<file path="config.mk">
export PLATFORM = sky130hd
export DESIGN_NAME = h14tx_sync_tracker
export DESIGN_NICKNAME = d
export VERILOG_FILES = /design/src/rtl/h14tx_sync_tracker_pkg.sv /design/src/rtl/h14tx_sync_tracker_edge_detect.sv /design/src/rtl/h14tx_sync_tracker.sv
export SDC_FILE = /design/constraint.sdc
export NUM_CORES = 1
export LEC_CHECK = 0
export BUFFER_PORTS_ARGS = -buffer_cell sky130_fd_sc_hd__buf_2
export CORE_AREA = 2 2 101 103
export CTS_CLUSTER_DIAMETER = 40
export DETAILED_ROUTE_END_ITERATION = 10
export DIE_AREA = 0 0 103 105
export GPL_TIMING_DRIVEN = 1
export PLACE_DENSITY = 0.75
export SLEW_MARGIN = 15
export SYNTH_ARGS = -nofsm -noshare
export SYNTH_HDL_FRONTEND = slang
export SYNTH_SLANG_ARGS = --single-unit
</file>
<file path="constraint.sdc">
create_clock -name clk -period 2.7 [get_ports clk]
set_input_delay 0.27 -clock clk [delete_from_list [all_inputs] [get_ports clk]]
set_output_delay 0.27 -clock clk [all_outputs]
set_load 0.1 [all_outputs]
</file>
<file path="src/rtl/h14tx_sync_tracker_pkg.sv">
// Shared h14tx timing definitions: lock state encoding used by the sync tracker.
package h14tx_sync_tracker_pkg;

  typedef enum logic [1:0] {
    SEARCH = 2'd0,
    VERIFY = 2'd1,
    LOCKED = 2'd2
  } lock_state_e;

endpackage

</file>
<file path="src/rtl/h14tx_sync_tracker_edge_detect.sv">
// Registers one sync input and flags rising/falling edges on the registered copy.
module h14tx_edge_detect (
  input  logic clk,
  input  logic rst_n,
  input  logic sig,
  output logic rise,
  output logic fall,
  output logic level
);

  logic sig_q;
  logic sig_q2;

  always_ff @(posedge clk or negedge rst_n) begin
    if (!rst_n) begin
      sig_q  <= 1'b0;
      sig_q2 <= 1'b0;
    end else begin
      sig_q  <= sig;
      sig_q2 <= sig_q;
    end
  end

  assign rise  = sig_q & ~sig_q2;
  assign fall  = ~sig_q & sig_q2;
  assign level = sig_q2;

endmodule

</file>
<file path="src/rtl/h14tx_sync_tracker.sv">
// Recovers pixel position and measures line/frame geometry from hsync/vsync/de,
// declaring lock once the measured totals repeat across consecutive frames.
module h14tx_sync_tracker
  import h14tx_sync_tracker_pkg::*;
#(
  parameter int BitWidth  = 11,
  parameter int BitHeight = 10
) (
  input  logic                 clk,
  input  logic                 rst_n,
  input  logic                 hsync,
  input  logic                 vsync,
  input  logic                 de,
  output logic [BitWidth-1:0]  x,
  output logic [BitHeight-1:0] y,
  output logic [BitWidth-1:0]  h_total,
  output logic [BitHeight-1:0] v_total,
  output logic [BitWidth-1:0]  h_active,
  output logic [BitHeight-1:0] v_active,
  output logic                 locked
);

  logic hrise, vrise, defall, de_q2;
  logic hfall_unused, vfall_unused, derise_unused;
  logic hlevel_unused, vlevel_unused;

  h14tx_edge_detect u_hsync_edge (
    .clk   (clk),
    .rst_n (rst_n),
    .sig   (hsync),
    .rise  (hrise),
    .fall  (hfall_unused),
    .level (hlevel_unused)
  );

  h14tx_edge_detect u_vsync_edge (
    .clk   (clk),
    .rst_n (rst_n),
    .sig   (vsync),
    .rise  (vrise),
    .fall  (vfall_unused),
    .level (vlevel_unused)
  );

  h14tx_edge_detect u_de_edge (
    .clk   (clk),
    .rst_n (rst_n),
    .sig   (de),
    .rise  (derise_unused),
    .fall  (defall),
    .level (de_q2)
  );

  logic [BitWidth-1:0]  x_inc, de_cnt, de_cnt_inc, de_cnt_upd, cand_h;
  logic [BitHeight-1:0] y_inc, line_cnt, line_inc, line_upd, cand_v;
  logic                 x_sat, y_sat, totals_match, capture;
  lock_state_e          state, state_next;

  // Every increment saturates at all-ones; x_inc doubles as the measured line length.
  assign x_sat      = (x == {BitWidth{1'b1}});
  assign y_sat      = (y == {BitHeight{1'b1}});
  assign x_inc      = x_sat ? x : x + BitWidth'(1);
  assign y_inc      = y_sat ? y : y + BitHeight'(1);
  assign de_cnt_inc = (de_cnt == {BitWidth{1'b1}}) ? de_cnt : de_cnt + BitWidth'(1);
  assign de_cnt_upd = de_q2 ? de_cnt_inc : de_cnt;
  assign line_inc   = (line_cnt == {BitHeight{1'b1}}) ? line_cnt : line_cnt + BitHeight'(1);
  assign line_upd   = defall ? line_inc : line_cnt;

  always_ff @(posedge clk or negedge rst_n) begin
    if (!rst_n) begin
      x        <= '0;
      y        <= '0;
      h_total  <= '0;
      v_total  <= '0;
      h_active <= '0;
      v_active <= '0;
      de_cnt   <= '0;
      line_cnt <= '0;
      cand_h   <= '0;
      cand_v   <= '0;
    end else begin
      x <= hrise ? '0 : x_inc;
      if (hrise) h_total <= x_inc;
      if (vrise) begin
        y       <= '0;
        v_total <= y_inc;
      end else if (hrise) begin
        y <= y_inc;
      end
      de_cnt <= hrise ? '0 : de_cnt_upd;
      if (defall) h_active <= de_cnt_upd;
      line_cnt <= vrise ? '0 : line_upd;
      if (vrise) v_active <= line_upd;
      if (capture) begin
        cand_h <= h_total;
        cand_v <= v_total;
      end
    end
  end

  always_ff @(posedge clk or negedge rst_n) begin
    if (!rst_n) state <= SEARCH;
    else        state <= state_next;
  end

  assign totals_match = (h_total == cand_h) && (v_total == cand_v);

  // Frame-rate decisions on vrise; a bad line or a saturated counter drops lock at once.
  always_comb begin
    state_next = state;
    capture    = 1'b0;
    if (vrise) begin
      case (state)
        SEARCH: begin
          capture    = 1'b1;
          state_next = VERIFY;
        end
        VERIFY: begin
          if (totals_match) state_next = LOCKED;
          else              capture    = 1'b1;
        end
        LOCKED: begin
          if (!totals_match) state_next = SEARCH;
        end
        default: state_next = SEARCH;
      endcase
    end
    if ((state == LOCKED) && hrise && (x_inc != cand_h)) state_next = SEARCH;
    if (x_sat || y_sat) state_next = SEARCH;
  end

  assign locked = (state == LOCKED);

endmodule

</file>
==> flow_summary.yaml, run 1 <==
drt:
  wl_per_cell_um: 15.7
  drc: 0
  via_per_inst: 5.50
  vias: 4086
  wl_mm: 11.6
  drt_pass1_iterations: 4
  antenna_left: 0
  drtIter0Drc: 235
clocking:
  post_cts_buffers: 0
  cts_tree: "yes"
  cts_sinks: 113
  numCtsBuffers: 17
  clk_path_buf_depth: 2
  clk_latency_ns: 0.52
  htreeDepth: 4
  clk_pin_slew_worst_paths_ns: 0.06
  root_buffer: "clkbuf_8"
worst_setup_path:
  crit_type: "flip-flop to flip-flop"
  cp-startpoint: "cand_h[9]"
  r2r-end: "cand_h[8]"
  worstPathRequired_ns: 3.09
  worst-r2r-cell-count: 7
  worstSetupStartpointType: "flip-flop"
  crit_path_max_fanout: 11
  reg2reg_slack_ns: 0.20
  arrival_ns: 2.89
  cp-end-kind: "flip-flop"
  reg2reg_from: "cand_h[9]"
power_and_ir_drop:
  total_leakage_power_nw: 3.05
  power_mw: 5.86
  peakVddDrop_mv: 0.559
  power_density_mw_per_mm2: 915
final_layout:
  syn2layout_area_growth_pct: 22.3
  diodes: 0
  final_nets: 607
  drive_gt1_share_pct: 21.0
  fillers: 797
  final_area_mm2: 0.00641
  final_core_util_pct: 66.5
timing:
  fin_skew_ns: 0.00901
  setup_viol: 0
  min_period_ns: 2.50
  max_freq_mhz: 401
  rsz0062_at_grt: "false"
  max_slew_margin_pct: 40.7
  whs_ns: 0.308
  tightestPinTransition_ns: 0.886
  drv_slew: 0
  hold_viol: 0
  min_period_over_period_pct: 92.4
outcome:
  status: "finished, final reports clean"
synthesis:
  ys.flop_type: "dfrtp_1"
  ys_types: 45
  async_flop_share_pct: 100
  syn_inst: 515
  synth-seq-area-share_pct: 54.0
  synth_top_area_share_pct: 54.0
  synthTopCellsByArea: "dfrtp_1 54%, nand2_1 4.9%, o21ai_0 4.9%"
  yosysWarnings: 0
  synth_edf_count: 0
  avgSynthCellArea_um2: 10.2
  yosysTopAreaCell: "dfrtp_1"
  ys_ff_latch: 113
  mappedNetlistArea_mm2: 0.00524
  synth_fp_nets: 524
place:
  gp_congestion: 0.842
  port_buffers: 68
  placed_area_mm2: 0.00577
  dp_hpwl_mm: 7.65
floorplan:
  io_pins: 69
  die_x_um: 103
  rows: 36
  die_area_mm2: 0.0108
  coreArea_mm2: 0.00964
  die_h_um: 105
  start_util_pct: 54.3
grt:
  grt_overflow: 0
  grt_pass1_vias: 4050
  grt_pass1_wl_mm: 19.7
  grt_usage_pct: 23.5
  grt_max_degree: 66
  antenna_found_initial: 0
worst_hold_path:
  hp-class: "input pin to asynchronous set/reset pin"
flow_run:
  cap_violations: 0
==> critical path, stage by stage, from the launching register on <==
cell	delay (ns)
dfrtp_1	0.42
xor2_1	0.18
nor4_1	0.31
nand4_1	0.13
nor4_1	0.37
a211o_1	0.34
buf_4	0.26
mux2_1	0.35
==> where the power goes <==
group / total [mW] / switching (mW) / internal (mW) / leakage, nW
combinational: 1.49 / 1.12 / 0.371 / 1.25
sequential: 2.11 / 0.228 / 1.89 / 1.51
clock: 2.26 / 0.755 / 1.50 / 0.293
==> through the flow <==
step / TNS (ns) / instances / worst slack [ns]
after floorplan: -0.0342 / 515 / -0.0342
after global placement: 0 / 708 / 0.249
after detailed placement: 0 / 708 / 0.194
after CTS: 0 / 743 / 0.141
after global routing: 0 / 743 / 0.0530
final: 0 / 743 / 0.204
==> kinds of logic (layout without fill, tap and decap cells) <==
| group | count (synthesis) | after routing | share of synthesized area, % |
|---|---|---|---|
| and+or+nand+nor | 212 | 212 | 18.9 |
| DFF | 113 | 113 | 54.0 |
| AOI/OAI and AO/OA | 75 | 75 | 8.41 |
| xor gates and xnor gates | 54 | 54 | 9.17 |
| muxes | 31 | 31 | 6.45 |
| buffers and inverters | 26 | 121 | 2.15 |
| adders and majority gates | 4 | 4 | 0.955 |
==> how the worst max path moves through the flow <==
stage                             to  depth (start not counted)
after CTS                   state[1]                          8
after detailed placement    state[1]                          8
after global routing      cand_h[10]                          7
final                      cand_h[8]                          7
after global placement      state[1]                          8
after floorplan             state[1]                          8
==> registers in the layout, summed over array words and instances, names as in the netlist, 11 cells and up <==
register,count
cand_h,11
de_cnt,11
h_active,11
h_total,11
x,11
==> layout by cell type, fill, tap and decap left out, types with 2 or more instances in the layout <==
master and count:
buf_4 12, bufinv_16 4, nand3_1 25, a31oi_1 4, nor3_1 15, clkinv_2 6
o31ai_1 2, nand2_1 69, nand4_1 9, nand2b_1 5, dfrtp_1 109, clkbuf_16 16
xor2_1 24, clkinvlp_4 2, o21ai_0 51, nand2_2 2, a21oi_1 5, xnor2_1 29
nor4_2 2, and4_1 4, mux2i_1 9, o211ai_1 2, and3_1 5, nor2b_1 2
nor2_1 60, dlygate4sd3_1 4, nor4_1 6, clkbuf_8 2, buf_2 67, ha_1 4
a31o_2 2, dfrtp_2 4, o21ai_1 2, mux2_1 21, inv_1 6
==> area by class of cell <==
type	instances	area (µm²)	area share [%]
clock buffer	19	432	6.74
clock inverter	12	165	2.58
inverter	6	22.5	0.351
multi-input combinational	376	2300	36.0
sequential	113	2830	44.2
tap	133	166	2.60
timing repair buffer	84	485	7.58
==> synthesized netlist by cell type, types with 2 or more instances <==
| master | count |
|---|---|
| ha_1 | 4 |
| mux2i_1 | 9 |
| buf_4 | 2 |
| and4_1 | 4 |
| a31o_2 | 2 |
| nor2b_1 | 3 |
| xor2_1 | 24 |
| nor4_2 | 2 |
| o211ai_1 | 2 |
| and3_1 | 5 |
| a21oi_1 | 5 |
| dfrtp_1 | 113 |
| mux2_1 | 21 |
| xnor2_1 | 29 |
| nand3_1 | 25 |
| nand2_1 | 69 |
| nand2b_1 | 5 |
| nand4_1 | 9 |
| a31oi_1 | 4 |
| nor4_1 | 6 |
| nor2_1 | 60 |
| nor3_1 | 15 |
| nand2_2 | 2 |
| clkbuf_1 | 17 |
| o31ai_1 | 2 |
| o21ai_0 | 51 |
| o21ai_1 | 2 |
| inv_1 | 6 |
==> layer usage <==
metal,vias up,wire length (µm),track usage [%]
li1,1947,-,-
met1,1998,5060,31.0
met3,25,548,5.62
met5,-,0,0
met2,116,5810,37.4
met4,0,228,8.93
==> timing repair <==
item	in CTS	in global routing
resized for setup	0	1
hold endpoints to repair	51	0
endpoints found under the setup margin	0	1
hold buffers	4	0
Power figures use the tool's default switching activity.
==> inputs of run 2 (changes only) <==
--- a/config.mk
+++ b/config.mk
@@ -11,6 +11,7 @@
 export DETAILED_ROUTE_END_ITERATION = 10
 export DIE_AREA = 0 0 103 105
 export GPL_TIMING_DRIVEN = 1
+export MAX_ROUTING_LAYER = met4
 export PLACE_DENSITY = 0.75
 export SLEW_MARGIN = 15
 export SYNTH_ARGS = -nofsm -noshare
==> flow_summary.yaml, run 2 (synthesis results as in run 1) <==
drt:
  via_per_inst: 5.51
  drt_pass1_iterations: 4
  antenna_left: 0
  vias: 4095
  wl_mm: 11.6
  drc: 0
  drtIter0Drc: 241
  wl_per_cell_um: 15.6
grt:
  antenna_found_initial: 0
  grt_pass1_wl_mm: 19.7
  grt_overflow: 0
  grt_usage_pct: 24.2
  grt_pass1_vias: 4046
  grt_max_degree: 66
final_layout:
  final_common_cell: "dfrtp_1"
  diodes: 0
  stdcell_count: 743
  syn2layout_area_growth_pct: 22.3
  fillers: 797
  register_area_mm2: 0.00283
  multi_input_area_mm2: 0.00230
  final_cell_mix: "109 x dfrtp_1, 69 x nand2_1, 67 x buf_2"
  final_nets: 607
  drive_gt1_share_pct: 21.0
worst_setup_path:
  worstPathRequired_ns: 3.10
  reg2reg_from: "cand_h[9]"
  r2r-end: "cand_h[8]"
  crit_type: "flip-flop to flip-flop"
  reg2reg_slack_ns: 0.19
  crit_path_max_fanout: 11
  arrival_ns: 2.90
  worstSetupStartpointType: "flip-flop"
  cp-end-kind: "flip-flop"
  worst-r2r-cell-count: 7
timing:
  hold_viol: 0
  whs_ns: 0.308
  setup_viol: 0
  drv_slew: 0
  max_freq_mhz: 399
  min_period_ns: 2.51
  max_slew_margin_pct: 40.2
  min_period_over_period_pct: 92.8
  rsz0062_at_grt: "false"
  fin_skew_ns: 0.00828
  tightestPinTransition_ns: 0.893
  setup_tns_ns: 0
clocking:
  numCtsBuffers: 17
  clk_path_buf_depth: 2
  cts_tree: "yes"
  clk_latency_ns: 0.52
  root_buffer: "clkbuf_8"
  cts_sinks: 113
  htreeDepth: 4
  clk_pin_slew_worst_paths_ns: 0.06
flow_run:
  cap_violations: 0
power_and_ir_drop:
  switchingPower_mw: 2.10
  clockPowerShare_pct: 38.5
  peakVddDrop_mv: 0.559
  p_seq_share_pct: 36.1
  p_sw_share_pct: 35.8
  power_density_mw_per_mm2: 914
  pwr-share-comb_pct: 25.4
  total_leakage_power_nw: 3.05
  p_int_mw: 3.76
floorplan:
  die_area_mm2: 0.0108
  rows: 36
  die_h_um: 105
  coreArea_mm2: 0.00964
  die_x_um: 103
  start_util_pct: 54.3
  io_pins: 69
worst_hold_path:
  hp-class: "input pin to asynchronous set/reset pin"
outcome:
  status: "finished, final reports clean"
place:
  gp_congestion: 0.855
  dp_hpwl_mm: 7.65
  port_buffers: 68
  place_inst: 708
[run 2: cell counts in the layout (fill, tap and decap cells not counted)]
No cell type changed its count.
[run 2: through the flow]
stage / worst slack (ns) / area, µm² / power, mW / utilization (%)
floorplan: -0.0342 / 5240 / 3.30 / -
global placement: 0.249 / 5770 / 3.58 / 59.8
detailed placement: 0.194 / 5770 / 3.61 / 59.8
CTS: 0.141 / 6400 / 5.89 / 66.4
global route: 0.0529 / 6410 / 6.09 / 66.5
finish: 0.194 / 6410 / 5.86 / 66.5
[run 2: worst max path at each step]
stage	startpoint	endpoint	cells past startpoint
floorplan	x[6]	state[1]	8
global placement	x[0]	state[1]	8
detailed placement	x[0]	state[1]	8
CTS	x[0]	state[1]	8
global route	cand_h[9]	cand_h[10]	7
finish	cand_h[9]	cand_h[8]	7
[run 2: power by group through the flow]
| stage | clock network [mW] | logic (mW) | registers, mW |
|---|---|---|---|
| final | 2.26 | 1.49 | 2.11 |
| after detailed placement | 0 | 1.47 | 2.13 |
| after floorplan | 0 | 0.510 | 2.79 |
| after global routing | 2.36 | 1.58 | 2.15 |
| after global placement | 0 | 1.46 | 2.12 |
| after CTS | 2.28 | 1.49 | 2.11 |
[run 2: layout make-up]
| cell class | count | area share (%) |
|---|---|---|
| flip-flops and latches | 113 | 44.2 |
| inverters | 6 | 0.351 |
| multi-input cells | 376 | 36.0 |
| clock inverters | 12 | 2.58 |
| repair buffers | 84 | 7.58 |
| clock buffers | 19 | 6.74 |
| well taps | 133 | 2.60 |
[run 2: worst max-delay path, cell delays in order, from the launching register on]
cell	delay, ns
dfrtp_1	0.43
xor2_1	0.18
nor4_1	0.32
nand4_1	0.13
nor4_1	0.37
a211o_1	0.34
buf_4	0.26
mux2_1	0.35
[run 2: metal layers]
metal | part of all wire, % | vias up | GRT usage [%]
li1 | - | 1948 | -
met1 | 43 | 2004 | 31.1
met2 | 50 | 119 | 37.4
met3 | 4.7 | 24 | 5.48
met4 | 2.3 | 0 | 8.93
met5 | 0 | - | -
[run 2: what timing repair did]
action,CTS,global route
setup endpoints to repair,0,1
hold buffers,4,0
setup buffers,0,0
gates resized for setup,0,1
endpoints found under the hold margin,51,0
==> inputs of run 3 (changes only) <==
==> constraint.sdc (replaced) <==
create_clock -name clk -period 3.23 [get_ports clk]
set_input_delay 0.323 -clock clk [delete_from_list [all_inputs] [get_ports clk]]
set_output_delay 0.323 -clock clk [all_outputs]
set_load 0.1 [all_outputs]
==> flow_summary.yaml, run 3 (synthesis results as in run 1) <==
outcome:
  status: "finished, final reports clean"
worst_setup_path:
  worstPathRequired_ns: 3.67
  crit_chain: "ha_1 > nand2_2 > or4_1 > mux2i_1 > a2bb2oi_1 > and4_1 > nand4_1 > a21oi_1"
  cp-end-kind: "flip-flop"
  crit_path_max_fanout: 8
  cp_slowest_stage_delay_ns: 0.73
  crit_type: "flip-flop to flip-flop"
  worstSetupStartpointType: "flip-flop"
  crit_path_top_delay_cell: "or4_1"
  arrival_ns: 3.14
drt:
  drtIter0Drc: 223
  vias: 4000
  via_per_inst: 5.40
  antenna_left: 0
  wl_mm: 11.4
  wl_per_cell_um: 15.4
  drt_pass1_iterations: 6
  drc: 0
grt:
  grt_pass1_vias: 3946
  grt.met1_usage_pct: 30.8
  grt_pass1_wl_mm: 19.0
  grt_use_met2_pct: 35.1
  antenna_found_initial: 0
  grt_overflow: 0
  grt.busiest_layer: "met2"
  grtUsageMet3_pct: 6.69
  grt_usage_pct: 23.5
  grt_max_degree: 63
worst_hold_path:
  hp-class: "flip-flop to flip-flop"
clocking:
  clk_path_buf_depth: 2
  cts_tree: "yes"
  post_cts_buffers: 0
  cts_sinks: 113
  cts_hold_buffers: 4
  numCtsBuffers: 17
  clk_pin_slew_worst_paths_ns: 0.06
  clk_latency_ns: 0.52
  htreeDepth: 4
  root_buffer: "clkbuf_8"
  cts_resized: 0
final_layout:
  syn2layout_area_growth_pct: 21.3
  final_cell_mix: "113 x dfrtp_1, 69 x nand2_1, 67 x buf_2"
  final_area_mm2: 0.00635
  diodes: 0
  drive_gt1_share_pct: 19.7
  final_nets: 604
  final_common_cell: "dfrtp_1"
  stdcell_count: 741
floorplan:
  die_h_um: 105
  rows: 36
  io_pins: 69
  die_x_um: 103
  coreArea_mm2: 0.00964
  die_area_mm2: 0.0108
  start_util_pct: 54.3
timing:
  max_slew_margin_pct: 43.8
  whs_ns: 0.377
  setup_tns_ns: 0
  drv_slew: 0
  tightestPinTransition_ns: 0.843
  rsz0062_at_grt: "false"
  min_period_ns: 2.69
  hold_viol: 0
  max_freq_mhz: 372
  fin_skew_ns: 0.00757
  setup_viol: 0
  min_period_over_period_pct: 83.3
power_and_ir_drop:
  power_mw: 4.78
  peakVddDrop_mv: 0.534
  power_density_mw_per_mm2: 752
  total_leakage_power_nw: 3.03
flow_run:
  cap_violations: 0
place:
  gp_congestion: 0.886
  port_buffers: 68
  dp_hpwl_mm: 7.62
  place_inst: 705
  placed_area_mm2: 0.00574
[run 3: cell count changes in the layout (fill, tap and decap cells not counted), sizes merged]
cell    previous run  this run
buf               80        77
clkbuf            19        22
bufinv             4         2
[run 3: worst max-delay path, delay by kind of cell (launching register included)]
kind | cells | cell delay [ns]
and+or+nand+nor | 4 | 1.19
AOI/OAI and AO/OA | 2 | 0.35
adders and majority gates | 1 | 0.33
DFF | 1 | 0.50
muxes | 1 | 0.23
[run 3: routing by layer]
layer  wire [µm]  vias to the layer above
met5           0                        -
met4         189                        0
met3         484                       15
met2        5630                      105
met1        5080                     1936
li1            -                     1944
[run 3: final cells by class]
cell class                 instances  area (µm²)
fill                             810        3290
sequential                       113        2830
multi-input combinational        376        2300
clock buffer                      22         463
timing repair buffer              81         463
tap                              133         166
clock inverter                    10         109
inverter                           6        22.5
[run 3: through the flow]
| step | util [%] | worst slack [ns] |
|---|---|---|
| 2_1_floorplan | - | 0.191 |
| 3_3_place_gp | 59.6 | 0.721 |
| 3_5_place_dp | 59.6 | 0.618 |
| 4_1_cts | 65.9 | 0.579 |
| 5_1_grt | 65.9 | 0.371 |
| 6_report | 65.9 | 0.538 |
[run 3: power by group]
part           switching, mW  leakage (nW)  internal [mW]
Clock                  0.622         0.281           1.15
Sequential             0.186          1.52           1.57
Combinational          0.935          1.23          0.309
Total                   1.74          3.03           3.03
[run 3: worst paths after layout]
kind,from,end,slack (ns),cells after the start
worst max-delay path,x[0],state[1],0.54,8
worst max register to register,x[0],state[1],0.54,8
min in group asynchronous,rst_n,v_active[1],0.44,2
worst min register to register,u_de_edge.sig_q,u_de_edge.level,0.38,0
worst min-delay path,u_de_edge.sig_q,u_de_edge.level,0.38,0
max in group asynchronous,rst_n,x[6],2.06,3
